**src/rtl/mem_arb_pkg.sv**
```systemverilog
// -----------------------------------------------------------------------------
// mem_arb_pkg
// Shared definitions for the two-requester memory arbiter:
//   - state_t         : arbiter FSM states (IDLE, ACCESS, ACK)
//   - req_id_t        : requester identifier, REQ_FETCH / REQ_DATA
//   - MEM_LAT_DEFAULT : default number of cycles a memory strobe is held
//   - CNT_W           : width of the access-cycle counter (covers 1..15)
// Optional feature macro used by the importing files: ARB_RR_EN.
// -----------------------------------------------------------------------------
package mem_arb_pkg;

   typedef enum logic [1:0] {
      IDLE   = 2'd0,
      ACCESS = 2'd1,
      ACK    = 2'd2
   } state_t;

   typedef logic req_id_t;

   localparam req_id_t REQ_FETCH = 1'b0;
   localparam req_id_t REQ_DATA  = 1'b1;

   localparam int MEM_LAT_DEFAULT = 1;
   localparam int CNT_W           = 4;

endpackage : mem_arb_pkg

```
**src/rtl/arb_pick.sv**
```systemverilog
// -----------------------------------------------------------------------------
// arb_pick
// Combinational winner selection between the fetch and data requesters.
// Default build: fixed priority, data wins a tie.
// With ARB_RR_EN defined: a tie goes to the requester that was not granted
// last (last_grant_i comes from the pointer register in the top level).
// Ports:
//   last_grant_i  in  1  requester granted most recently (ARB_RR_EN only)
//   i_req_i       in  1  fetch request
//   d_req_i       in  1  data request
//   grant_valid_o out 1  at least one request is pending
//   grant_id_o    out 1  winning requester (REQ_FETCH / REQ_DATA)
// -----------------------------------------------------------------------------
module arb_pick
   import mem_arb_pkg::*;
(
`ifdef ARB_RR_EN
   input  req_id_t last_grant_i,
`endif
   input  logic    i_req_i,
   input  logic    d_req_i,
   output logic    grant_valid_o,
   output req_id_t grant_id_o
);

   always_comb begin
      grant_valid_o = i_req_i | d_req_i;
`ifdef ARB_RR_EN
      if (i_req_i && d_req_i) begin
         // Alternate on contention: whoever was served last yields.
         grant_id_o = (last_grant_i == REQ_DATA) ? REQ_FETCH : REQ_DATA;
      end else begin
         grant_id_o = d_req_i ? REQ_DATA : REQ_FETCH;
      end
`else
      grant_id_o = d_req_i ? REQ_DATA : REQ_FETCH;
`endif
   end

endmodule : arb_pick

```
**src/rtl/mem_arbiter.sv**
```systemverilog
// -----------------------------------------------------------------------------
// mem_arbiter
// Arbitrates an instruction-fetch port (read-only) and a data port
// (load/store) onto one single-port memory. One transfer at a time:
// IDLE picks a winner and latches its request, ACCESS holds the memory
// strobe for MEM_LAT cycles, ACK pulses the winner's ack for one cycle.
// Misaligned addresses skip ACCESS and return ack+err together.
// Optional macro ARB_RR_EN: round-robin tie break instead of data-first.
// Parameters: AW address width, DW data width, MEM_LAT strobe cycles (1-15).
// Ports:
//   clk, reset_n                      clock, asynchronous active-low reset
//   i_req/i_addr -> i_rdata/i_ack/i_err            fetch requester
//   d_req/d_we/d_addr/d_wdata -> d_rdata/d_ack/d_err data requester
//   mem_addr/mem_wdata/mem_read/mem_write, mem_rdata  memory side
// All outputs are registered.
// -----------------------------------------------------------------------------
module mem_arbiter
   import mem_arb_pkg::*;
#(
   parameter int AW      = 32,
   parameter int DW      = 32,
   parameter int MEM_LAT = MEM_LAT_DEFAULT
) (
   input  logic          clk,
   input  logic          reset_n,
   // fetch requester
   input  logic          i_req,
   input  logic [AW-1:0] i_addr,
   output logic [DW-1:0] i_rdata,
   output logic          i_ack,
   output logic          i_err,
   // data requester
   input  logic          d_req,
   input  logic          d_we,
   input  logic [AW-1:0] d_addr,
   input  logic [DW-1:0] d_wdata,
   output logic [DW-1:0] d_rdata,
   output logic          d_ack,
   output logic          d_err,
   // memory
   output logic [AW-1:0] mem_addr,
   output logic [DW-1:0] mem_wdata,
   output logic          mem_read,
   output logic          mem_write,
   input  logic [DW-1:0] mem_rdata
);

   localparam logic [CNT_W-1:0] LAST_CNT = CNT_W'(MEM_LAT - 1);

   state_t           state_q;
   logic [CNT_W-1:0] cnt_q;
   req_id_t          win_q;
   logic             we_q;
   logic [AW-1:0]    mem_addr_q;
   logic [DW-1:0]    mem_wdata_q;
   logic             mem_read_q;
   logic             mem_write_q;
   logic             i_ack_q;
   logic             i_err_q;
   logic             d_ack_q;
   logic             d_err_q;
   logic [DW-1:0]    i_rdata_q;
   logic [DW-1:0]    d_rdata_q;

   logic             grant_valid;
   req_id_t          grant_id;
   logic [AW-1:0]    sel_addr;
   logic             sel_we;
   logic             sel_misaligned;

`ifdef ARB_RR_EN
   req_id_t          last_q;

   arb_pick u_pick (
      .last_grant_i  (last_q),
      .i_req_i       (i_req),
      .d_req_i       (d_req),
      .grant_valid_o (grant_valid),
      .grant_id_o    (grant_id)
   );
`else
   arb_pick u_pick (
      .i_req_i       (i_req),
      .d_req_i       (d_req),
      .grant_valid_o (grant_valid),
      .grant_id_o    (grant_id)
   );
`endif

   // Request fields of the current winner; only sampled in IDLE.
   assign sel_addr       = (grant_id == REQ_DATA) ? d_addr : i_addr;
   assign sel_we         = (grant_id == REQ_DATA) && d_we;
   assign sel_misaligned = |sel_addr[1:0];

   always_ff @(posedge clk or negedge reset_n) begin
      if (!reset_n) begin
         state_q     <= IDLE;
         cnt_q       <= '0;
         win_q       <= REQ_FETCH;
         we_q        <= 1'b0;
         mem_addr_q  <= '0;
         mem_wdata_q <= '0;
         mem_read_q  <= 1'b0;
         mem_write_q <= 1'b0;
         i_ack_q     <= 1'b0;
         i_err_q     <= 1'b0;
         d_ack_q     <= 1'b0;
         d_err_q     <= 1'b0;
         i_rdata_q   <= '0;
         d_rdata_q   <= '0;
`ifdef ARB_RR_EN
         last_q      <= REQ_FETCH;
`endif
      end else begin
         unique case (state_q)
            IDLE: begin
               if (grant_valid) begin
                  win_q <= grant_id;
`ifdef ARB_RR_EN
                  last_q <= grant_id;
`endif
                  if (sel_misaligned) begin
                     // Rejected without touching memory: ack+err next cycle.
                     state_q <= ACK;
                     if (grant_id == REQ_DATA) begin
                        d_ack_q <= 1'b1;
                        d_err_q <= 1'b1;
                     end else begin
                        i_ack_q <= 1'b1;
                        i_err_q <= 1'b1;
                     end
                  end else begin
                     state_q     <= ACCESS;
                     cnt_q       <= '0;
                     we_q        <= sel_we;
                     mem_addr_q  <= sel_addr;
                     mem_wdata_q <= d_wdata;
                     mem_read_q  <= ~sel_we;
                     mem_write_q <= sel_we;
                  end
               end
            end

            ACCESS: begin
               if (cnt_q == LAST_CNT) begin
                  // Last strobe cycle: sample read data and raise ack.
                  state_q     <= ACK;
                  cnt_q       <= '0;
                  mem_read_q  <= 1'b0;
                  mem_write_q <= 1'b0;
                  if (win_q == REQ_DATA) begin
                     d_ack_q <= 1'b1;
                     if (!we_q) begin
                        d_rdata_q <= mem_rdata;
                     end
                  end else begin
                     i_ack_q   <= 1'b1;
                     i_rdata_q <= mem_rdata;
                  end
               end else begin
                  cnt_q <= cnt_q + 1'b1;
               end
            end

            ACK: begin
               state_q <= IDLE;
               i_ack_q <= 1'b0;
               i_err_q <= 1'b0;
               d_ack_q <= 1'b0;
               d_err_q <= 1'b0;
            end

            default: begin
               state_q     <= IDLE;
               mem_read_q  <= 1'b0;
               mem_write_q <= 1'b0;
            end
         endcase
      end
   end

   assign mem_addr  = mem_addr_q;
   assign mem_wdata = mem_wdata_q;
   assign mem_read  = mem_read_q;
   assign mem_write = mem_write_q;
   assign i_ack     = i_ack_q;
   assign i_err     = i_err_q;
   assign d_ack     = d_ack_q;
   assign d_err     = d_err_q;
   assign i_rdata   = i_rdata_q;
   assign d_rdata   = d_rdata_q;

endmodule : mem_arbiter
```
**config.mk**
```make
export PLATFORM = sky130hd
export DESIGN_NAME = mem_arbiter
export DESIGN_NICKNAME = d
export VERILOG_FILES = /design/src/rtl/mem_arb_pkg.sv /design/src/rtl/arb_pick.sv /design/src/rtl/mem_arbiter.sv
export SDC_FILE = /design/constraint.sdc
export NUM_CORES = 1
export LEC_CHECK = 0
export BUFFER_PORTS_ARGS = -buffer_cell sky130_fd_sc_hd__buf_2
export CELL_PAD_IN_SITES_DETAIL_PLACEMENT = 1
export CELL_PAD_IN_SITES_GLOBAL_PLACEMENT = 1
export CORE_AREA = 2 2 131 133
export CTS_CLUSTER_SIZE = 25
export DETAILED_ROUTE_END_ITERATION = 10
export DIE_AREA = 0 0 133 135
export GPL_ROUTABILITY_DRIVEN = 1
export HOLD_SLACK_MARGIN = 0.02
export PLACE_DENSITY = 0.86
export SYNTH_ARGS = -nofsm -noshare
export SYNTH_HDL_FRONTEND = slang
export SYNTH_SLANG_ARGS = --single-unit
```
**constraint.sdc**
```tcl
create_clock -name clk -period 2.25 [get_ports clk]
set_input_delay 0.1125 -clock clk [delete_from_list [all_inputs] [get_ports clk]]
set_output_delay 0.1125 -clock clk [all_outputs]
set_load 0.02 [all_outputs]
```
==> run_results.csv, run 1 <==
group,metric,value,unit
final_layout,num-fill-cells,1749,
sta,worstMarginPinSlew,0.531,ns
placement,gp_congestion,0.736,
pwr,power_leakage,0.00459,uW
route,drc,0,
clocking,numCtsBuffers,17,
route,viasPerCell,4.81,
logic_synthesis,yosysSeqAreaShare,0.611,
critical_path,worstPathRequired,2.55,ns
floorplan,dieWidth,133,microns
logic_synthesis,ys_warn_count,0,
floorplan,boundaryPins,267,
global_route,overflow,0,
clocking,clk_pin_slew,0.06,ns
logic_synthesis,ys_seq_elements,142,
clocking,clk_latency,0.42,ns
pwr,combPwrFrac,0.428,
clocking,cts_resized,0,
logic_synthesis,synth_top_area_frac,0.611,
logic_synthesis,synth_cell_types,37,
outcome,status,"complete, no violations",
sta,maxSlewHeadroom,0.642,
final_layout,final_core_util,0.564,
sta,skew,0.0131,ns
pwr,clkPwrFrac,0.217,
logic_synthesis,syn-num-nets,567,
sta,finalSetupViolCount,0,
sta,fin_crit,2.07,ns
pwr,power_switching_share,0.403,
critical_path,crit_path_end_kind,"register",
logic_synthesis,syn_area_per_cell,13.6,sq um
floorplan,num_rows,47,
placement,dp_hpwl,11.9,mm
final_layout,syn2layout_area_growth,59.0,%
clocking,cts_max_path_buffers,2,
pwr,intPower,7600,uW
clocking,cts_tree,"built",
final_layout,antenna_cells,0,
sta,hold_viol_final,0,
route,dr.pass1.iters,4,
global_route,grt_first_pass_wirelength,33.0,mm
clocking,h-tree-depth,4,
clocking,clockRootBuffer,"clkbuf_16",
critical_path,path_class,"register to register",
logic_synthesis,synth_common_cells,"dfrtp_1, mux2_2, o21ai_0",
logic_synthesis,yosysTopAreaCell,"dfrtp_1",
logic_synthesis,ys_async_sr_fraction,1.00,
clocking,clock_sinks,142,
final_layout,num-nets-final,960,
global_route,grt_pass1_vias,6052,
critical_path,cp-start-kind,"register",
route,routed_wl,20.7,mm
pwr,vdd_drop_max,503,uV
route,drt_iter0_markers,113,
sta,post-route-period-util,0.920,
logic_synthesis,syn_inst,427,
min_path,worstHoldPathType,"primary input to register",
logic_synthesis,synthFlopType,"dfrtp_1",
route,vias,5059,
pwr,p_switching,5120,uW
placement,portBuffers,266,
floorplan,start_util,0.355,
sta,rsz0062_at_grt,"no",
critical_path,worst_ep_arrival_time,2.37,ns
logic_synthesis,mappedNetlistArea,5820,sq um
logic_synthesis,synth_edf_count,0,
route,detail-route-antenna-nets,0,
floorplan,die_y,135,microns
route,wl_per_cell,19.6,microns
floorplan,core_area,16400,sq um
floorplan,dieArea,18000,sq um
pwr,power.density,1380,nW/um^2
logic_synthesis,ys_top_cells_by_area,"dfrtp_1, mux2_2, mux2i_1",
final_layout,drive_gt1_frac,0.492,
pwr,pwr-share-seq,0.355,
flow_run,maxCapViolations,0,
global_route,antenna_found_initial,0,
logic_synthesis,yosysMostFrequentCell,"dfrtp_1",
global_route,grt_usage,0.239,
critical_path,crit_fanout,6,
global_route,grt_max_degree,79,
sta,maxSlewViolCount,0,
sta,tns,0,ns
sta,max_clock_freq,483,MHz
-- power groups by stage --
| stage | Combinational, uW | Sequential, uW | Clock, uW |
|---|---|---|---|
| floorplan | 1660 | 5860 | 0 |
| detailed placement | 5130 | 4440 | 0 |
| global placement | 4960 | 4350 | 0 |
| global route | 5790 | 4660 | 2940 |
| finish | 5440 | 4520 | 2760 |
| CTS | 5330 | 4420 | 2810 |
-- state kept, by name, summed over array words and instances (netlist names) --
| signal | cells |
|---|---|
| d_rdata | 32 |
| i_rdata | 32 |
| mem_addr | 32 |
| mem_wdata | 32 |
| cnt_q | 4 |
| state_q | 2 |
| d_ack | 1 |
| d_err | 1 |
| i_ack | 1 |
| i_err | 1 |
| mem_read | 1 |
| mem_write | 1 |
| we_q | 1 |
| win_q | 1 |
-- final timing paths --
path	depth (start not counted)	slack, ns	start	to
max reg2reg	6	0.18	cnt_q[0]	mem_write
min	3	0.04	d_addr[27]	mem_addr[27]
min in group asynchronous	2	0.22	reset_n	d_rdata[28]
min reg2reg	2	0.48	mem_addr[19]	mem_addr[19]
max	6	0.18	cnt_q[0]	mem_write
max in group asynchronous	3	1.28	reset_n	d_rdata[12]
-- kinds of logic (layout without fill, tap and decap cells) --
| kind of cell | after synthesis | after routing | synth area share |
|---|---|---|---|
| AOI/OAI and AO/OA | 55 | 55 | 0.0531 |
| DFF | 142 | 142 | 0.611 |
| muxes | 130 | 130 | 0.245 |
| and+or+nand+nor | 62 | 62 | 0.0529 |
| buffers and inverters | 31 | 436 | 0.0228 |
| adders and majority gates | 7 | 7 | 0.0151 |
-- layout by cell type (no fill, tap or decap), drive strengths merged, types with 3 or more instances in the layout --
cell         instances
buf                275
dfrtp              142
dlygate4sd3        120
mux2                97
o21ai               42
nand2               40
mux2i               33
clkbuf              17
inv                 11
clkinv               9
ha                   7
and2                 3
a21oi                3
or3b                 3
-- area by class of cell --
class | count | area (sq um) | share of cell area
Sequential cell | 142 | 3550 | 0.384
Timing Repair Buffer | 395 | 2660 | 0.287
Multi-Input combinational cell | 254 | 2150 | 0.233
Clock buffer | 17 | 425 | 0.0460
Tap cell | 220 | 275 | 0.0298
Clock inverter | 14 | 146 | 0.0158
Inverter | 10 | 37.5 | 0.00406
-- through the flow --
| step | power, uW | instance area (sq um) | std cells | hold WS, ns | setup slack [ns] |
|---|---|---|---|---|---|
| after CTS | 12600 | 9250 | 1052 | 0.0210 | 0.177 |
| after floorplan | 7520 | 5820 | 427 | -0.183 | 0.301 |
| after detailed placement | 9580 | 7480 | 901 | 0.0897 | 0.186 |
| final | 12700 | 9250 | 1052 | 0.0374 | 0.179 |
| after global routing | 13400 | 9250 | 1052 | 0.0474 | 0.0537 |
| after global placement | 9310 | 7480 | 901 | 0.0842 | 0.232 |
-- critical path, cell delays in order (launching register included) --
cell and delay [ns]:
dfrtp_1 0.42, inv_1 0.07, ha_1 0.15, or3b_4 0.41, a21o_1 0.25, or3_4 0.36
mux2_4 0.30
-- routing by layer --
metal / up-vias / global-route usage / part of all wire / wire [microns]
met4: 0 / 0.0974 / 0.029 / 605
li1: 2290 / - / - / -
met2: 239 / 0.430 / 0.51 / 10600
met5: - / 0 / 0 / 0
met3: 48 / 0.0739 / 0.070 / 1440
met1: 2482 / 0.263 / 0.39 / 8000
-- repair_timing --
action / CTS / global route
hold endpoints to repair: 172 / 0
setup buffers: 0 / 0
hold buffers: 120 / 0
Power figures use the tool's default switching activity.
==> run 2: changes to the inputs <==
--- a/config.mk
+++ b/config.mk
@@ -5,13 +5,14 @@
 export SDC_FILE = /design/constraint.sdc
 export NUM_CORES = 1
 export LEC_CHECK = 0
+export ABC_AREA = 1
 export BUFFER_PORTS_ARGS = -buffer_cell sky130_fd_sc_hd__buf_2
 export CELL_PAD_IN_SITES_DETAIL_PLACEMENT = 1
 export CELL_PAD_IN_SITES_GLOBAL_PLACEMENT = 1
-export CORE_AREA = 2 2 131 133
+export CORE_AREA = 2 2 139 141
 export CTS_CLUSTER_SIZE = 25
 export DETAILED_ROUTE_END_ITERATION = 10
-export DIE_AREA = 0 0 133 135
+export DIE_AREA = 0 0 141 143
 export GPL_ROUTABILITY_DRIVEN = 1
 export HOLD_SLACK_MARGIN = 0.02
 export PLACE_DENSITY = 0.86
==> run_results.csv, run 2 <==
group,metric,value,unit
logic_synthesis,ys_seq_elements,142,
logic_synthesis,mappedNetlistArea,6020,sq um
critical_path,path_class,"register to register",
pwr,p_total,12600,uW
critical_path,crit_fanout,66,
clocking,clk_pin_slew,0.06,ns
flow_run,maxCapViolations,0,
sta,fin_crit,1.87,ns
route,drt_iter0_markers,243,
critical_path,r2r-end,"mem_wdata[1]",
sta,hold_viol_final,0,
clocking,clockRootBuffer,"clkbuf_16",
floorplan,dieWidth,141,microns
global_route,grt.met2_usage,0.424,
global_route,busiest_layer,"met2",
sta,tns,0,ns
placement,portBuffers,266,
critical_path,cp-start-kind,"register",
floorplan,dieArea,20200,sq um
route,detail-route-antenna-nets,0,
final_layout,antenna_cells,0,
min_path,worstHoldPathType,"primary input to register",
global_route,antenna_found_initial,0,
final_layout,final_common_cell,"nand2_1",
global_route,grt_pass1_vias,7231,
global_route,overflow,0,
logic_synthesis,ys_warn_count,0,
logic_synthesis,synth_cell_types,22,
logic_synthesis,syn_area_per_cell,8.36,sq um
critical_path,crit_path_end_kind,"register",
final_layout,final_cell_mix,"nand2_1, buf_2, dfrtp_1",
sta,maxSlewHeadroom,0.524,
global_route,grt_max_degree,69,
global_route,grt_usage,0.235,
min_path,whs_endpoint,"mem_addr[14]",
final_layout,drive_gt1_frac,0.284,
sta,setup_ws,0.383,ns
critical_path,reg2reg_from,"state_q[0]",
logic_synthesis,yosysSeqAreaShare,0.590,
critical_path,worst_ep_arrival_time,2.21,ns
final_layout,syn2layout_area_growth,54.8,%
placement,dp_hpwl,13.9,mm
logic_synthesis,syn-num-nets,861,
route,vias,6384,
critical_path,reg2reg_depth,6,
critical_path,ff2ff_setup_slack,0.38,ns
logic_synthesis,ys_top_cells_by_area,"dfrtp_1, nand2_1, o21ai_0",
route,routed_wl,23.3,mm
logic_synthesis,synth_top_area_frac,0.590,
logic_synthesis,synthFlopType,"dfrtp_1",
min_path,worstHoldStart,"d_addr[14]",
outcome,status,"complete, no violations",
route,drc,0,
sta,maxSlewViolCount,0,
critical_path,worstPathRequired,2.59,ns
pwr,vdd_drop_max,515,uV
final_layout,num-nets-final,1239,
logic_synthesis,syn_inst,721,
floorplan,die_y,143,microns
clocking,h-tree-depth,4,
floorplan,num_rows,50,
sta,skew,0.0121,ns
min_path,whs_path_depth,5,
clocking,clk_latency,0.41,ns
sta,rsz0062_at_grt,"no",
global_route,grt_first_pass_wirelength,37.2,mm
floorplan,start_util,0.324,
logic_synthesis,yosysTopAreaCell,"dfrtp_1",
pwr,power.density,1350,nW/um^2
logic_synthesis,synth_edf_count,0,
clocking,numCtsBuffers,17,
route,wl_per_cell,17.4,microns
placement,pre_cts_ws,0.430,ns
floorplan,core_area,18600,sq um
sta,max_clock_freq,536,MHz
sta,post-route-period-util,0.830,
sta,worstMarginPinSlew,0.714,ns
clocking,cts_tree,"built",
sta,finalSetupViolCount,0,
route,viasPerCell,4.75,
logic_synthesis,synth_common_cells,"nand2_1, dfrtp_1, o21ai_0",
floorplan,boundaryPins,267,
logic_synthesis,yosysMostFrequentCell,"nand2_1",
global_route,gr-usage-met3,0.0580,
logic_synthesis,ys_async_sr_fraction,1.00,
placement,gp_congestion,0.780,
clocking,clock_sinks,142,
clocking,cts_max_path_buffers,2,
route,dr.pass1.iters,5,
pwr,power_leakage,0.00528,uW
global_route,met1_usage,0.266,
## run 2: where the power goes
group          switching (uW)  total [uW]  internal, uW
clock network            1110        2850          1750
logic                    3520        5250          1730
registers                 744        4520          3780
## run 2: through the flow
step                cell area (sq um)   util  instances  hold WS [ns]
CTS                              9320  0.502       1345        0.0208
floorplan                        6020      -        721        -0.183
global route                     9320  0.502       1345        0.0430
global placement                 7590  0.408       1200         0.176
detailed placement               7590  0.408       1200         0.179
finish                           9320  0.502       1345        0.0588
## run 2: critical path, cell delays in order, from the launching register on
cell and delay [ns]:
dfrtp_1 0.39, inv_1 0.10, ha_1 0.28, nand3_2 0.13
buf_4 0.55, nand2_1 0.17, nand2_1 0.12
## run 2: what timing repair did
action	in CTS	in global routing
hold endpoints to repair	185	0
buffers inserted	0	0
hold buffers	114	0
gates resized for setup	0	0
## run 2: routing by layer
metal  up-vias  part of all wire
met3        59             0.071
met1      3080              0.39
li1       2967                 -
met2       278              0.51
met4         0             0.032
met5         -                 0
## run 2: worst max-delay path by stage
stage,from,to,slack (ns),depth (start not counted)
finish,state_q[0],mem_wdata[1],0.38,6
global route,state_q[0],mem_wdata[1],0.23,6
CTS,state_q[0],mem_addr[27],0.43,6
detailed placement,state_q[0],mem_wdata[4],0.43,6
global placement,state_q[0],we_q,0.54,6
floorplan,state_q[1],i_rdata[10],0.85,8
## run 2: final cells by class
type                            count  area, sq um
Clock buffer                       18          429
Fill cell                        2210         9260
Multi-Input combinational cell    499         2080
Clock inverter                     13          166
Inverter                           48          183
Timing Repair Buffer              391         2620
Tap cell                          234          293
Sequential cell                   142         3550
## run 2: cells by family after synthesis
| family | count (synthesis) | share of synthesized area |
|---|---|---|
| flip-flops | 142 | 0.590 |
| AO/OA/AOI/OAI | 77 | 0.0646 |
| AND/OR/NAND/NOR | 414 | 0.264 |
| adder cells (fa/ha/maj) | 7 | 0.0145 |
| XOR/XNOR | 1 | 0.00145 |
| buffers and inverters | 80 | 0.0656 |
==> run 3: changes to the inputs <==
--- a/config.mk
+++ b/config.mk
@@ -9,13 +9,13 @@
 export BUFFER_PORTS_ARGS = -buffer_cell sky130_fd_sc_hd__buf_2
 export CELL_PAD_IN_SITES_DETAIL_PLACEMENT = 1
 export CELL_PAD_IN_SITES_GLOBAL_PLACEMENT = 1
-export CORE_AREA = 2 2 139 141
+export CORE_AREA = 2 2 145 147
 export CTS_CLUSTER_SIZE = 25
 export DETAILED_ROUTE_END_ITERATION = 10
-export DIE_AREA = 0 0 141 143
+export DIE_AREA = 0 0 147 149
 export GPL_ROUTABILITY_DRIVEN = 1
 export HOLD_SLACK_MARGIN = 0.02
-export PLACE_DENSITY = 0.86
+export PLACE_DENSITY = 0.83
 export SYNTH_ARGS = -nofsm -noshare
 export SYNTH_HDL_FRONTEND = slang
 export SYNTH_SLANG_ARGS = --single-unit
==> constraint.sdc (replaced) <==
create_clock -name clk -period 1.5 [get_ports clk]
set_input_delay 0.075 -clock clk [delete_from_list [all_inputs] [get_ports clk]]
set_output_delay 0.075 -clock clk [all_outputs]
set_load 0.02 [all_outputs]
==> run_results.csv, run 3 (synthesis results as in run 2) <==
group,metric,value,unit
placement,dp_cells,1257,
final_layout,regArea,3550,sq um
sta,worstMarginPinSlew,0.455,ns
floorplan,dieWidth,147,microns
placement,portBuffers,266,
critical_path,path_class,"register to register",
route,wl_per_cell,19.1,microns
route,detail-route-antenna-nets,0,
sta,fin_crit,1.53,ns
critical_path,crit_path_end_kind,"register",
sta,setup_ws,-0.0346,ns
placement,dp_hpwl,13.7,mm
global_route,grt_pass1_vias,7409,
route,vias,6892,
final_layout,syn2layout_area_growth,74.5,%
sta,hold_viol_final,0,
global_route,grt_max_degree,51,
route,routed_wl,27.7,mm
outcome,status,"finished, violations left",
route,viasPerCell,4.76,
critical_path,crit_fanout,7,
final_layout,multi_input_area,2310,sq um
sta,maxSlewHeadroom,0.696,
final_layout,stdcell_count,1449,
min_path,worstHoldPathType,"primary input to register",
clocking,clock_sinks,142,
pwr,power_leakage,0.00577,uW
clocking,h-tree-depth,4,
floorplan,core_area,20600,sq um
route,dr.pass1.iters,6,
clocking,numCtsBuffers,17,
sta,post-route-period-util,1.02,
floorplan,dieArea,21900,sq um
route,drc,0,
sta,maxSlewViolCount,0,
global_route,grt_usage,0.221,
global_route,antenna_found_initial,1,
route,drt_iter0_markers,233,
pwr,power.density,1940,nW/um^2
sta,rsz0062_at_grt,"yes",
flow_run,maxCapViolations,0,
critical_path,worst_ep_arrival_time,1.84,ns
final_layout,final_cell_mix,"nand2_1, buf_2, dfrtp_1",
clocking,clockRootBuffer,"clkbuf_16",
global_route,grt_first_pass_wirelength,38.2,mm
sta,tns,-0.0798,ns
final_layout,num-nets-final,1300,
sta,finalSetupViolCount,7,
clocking,clk_pin_slew,0.07,ns
sta,skew,0.0112,ns
final_layout,drive_gt1_frac,0.375,
clocking,clk_latency,0.42,ns
clocking,cts_max_path_buffers,2,
outcome,violations,"setup timing",
final_layout,final_core_util,0.511,
floorplan,start_util,0.293,
final_layout,num-fill-cells,2425,
floorplan,num_rows,53,
global_route,overflow,0,
placement,gp_congestion,0.780,
placement,pre_cts_ws,-0.0795,ns
sta,whs,0.0574,ns
critical_path,cp-start-kind,"register",
floorplan,boundaryPins,267,
final_layout,final_common_cell,"nand2_1",
floorplan,die_y,149,microns
critical_path,worstPathRequired,1.81,ns
clocking,cts_tree,"built",
pwr,vdd_drop_max,864,uV
sta,max_clock_freq,652,MHz
[run 3: cell types whose count changed in the layout (fill, tap and decap cells not counted), moves of 11 or more]
cell / before / now
buf_4: 6 / 21
buf_6: 1 / 14
clkbuf_16: 17 / 30
dlygate4sd3_1: 114 / 125
nand2_1: 386 / 328
nand2_2: 2 / 57
o21ai_0: 72 / 43
o21ai_1: 1 / 26
[run 3: worst max-delay path, cell delays in order, from the launching register on]
cell       delay [ns]
dfrtp_1          0.41
inv_4            0.10
buf_4            0.12
ha_4             0.15
nand3_4          0.12
buf_12           0.18
clkbuf_16        0.17
nand2_1          0.09
nand2_1          0.08
[run 3: layer usage]
metal | vias to the layer above | GRT usage | wire length, microns
met1 | 3399 | 0.246 | 10300
li1 | 3102 | - | -
met4 | 0 | 0.0923 | 1060
met2 | 314 | 0.405 | 14700
met3 | 77 | 0.0523 | 1680
met5 | - | 0 | 0
[run 3: worst paths after layout]
kind / from / to / slack [ns] / cells past startpoint
worst max-delay path: state_q[1] / mem_wdata[7] / -0.03 / 8
worst min-delay path: d_addr[5] / mem_addr[5] / 0.06 / 5
worst max register to register: state_q[1] / mem_wdata[7] / -0.03 / 8
worst min register to register: i_ack / i_ack / 0.47 / 2
max in group asynchronous: reset_n / mem_wdata[1] / 0.73 / 3
min in group asynchronous: reset_n / i_rdata[8] / 0.17 / 2
[run 3: what timing repair did]
action                                  in CTS  in global routing
endpoints found under the setup margin      46                141
gates cloned                                 0                 22
hold endpoints to repair                   270                  0
setup buffers                                3                  9
hold buffers                               125                  0
resized for setup                            9                123
pin swaps                                    0                  4
[run 3: cell type report]
| type | instances | share of cell area |
|---|---|---|
| sequential | 142 | 0.338 |
| timing repair buffer | 451 | 0.330 |
| multi-input combinational | 499 | 0.220 |
| clock buffer | 18 | 0.0408 |
| tap | 275 | 0.0327 |
| inverter | 48 | 0.0201 |
| clock inverter | 14 | 0.0165 |
| timing repair inverter | 1 | 0.00107 |
| antenna | 1 | 0.000238 |
[run 3: per-stage QoR]
stage / area, sq um / power, uW
after floorplan: 6020 / 11100
after detailed placement: 7800 / 14300
final: 10500 / 20400
after global routing: 10500 / 21600
after global placement: 7800 / 14000
after CTS: 9700 / 19100
[run 3: report_power, final]
group | internal, uW | switching (uW) | leakage [uW] | total, uW
clock | 2530 | 1880 | 0.000287 | 4410
sequential | 5660 | 1230 | 0.00174 | 6900
combinational | 3330 | 5770 | 0.00374 | 9110
total | 11500 | 8890 | 0.00577 | 20400
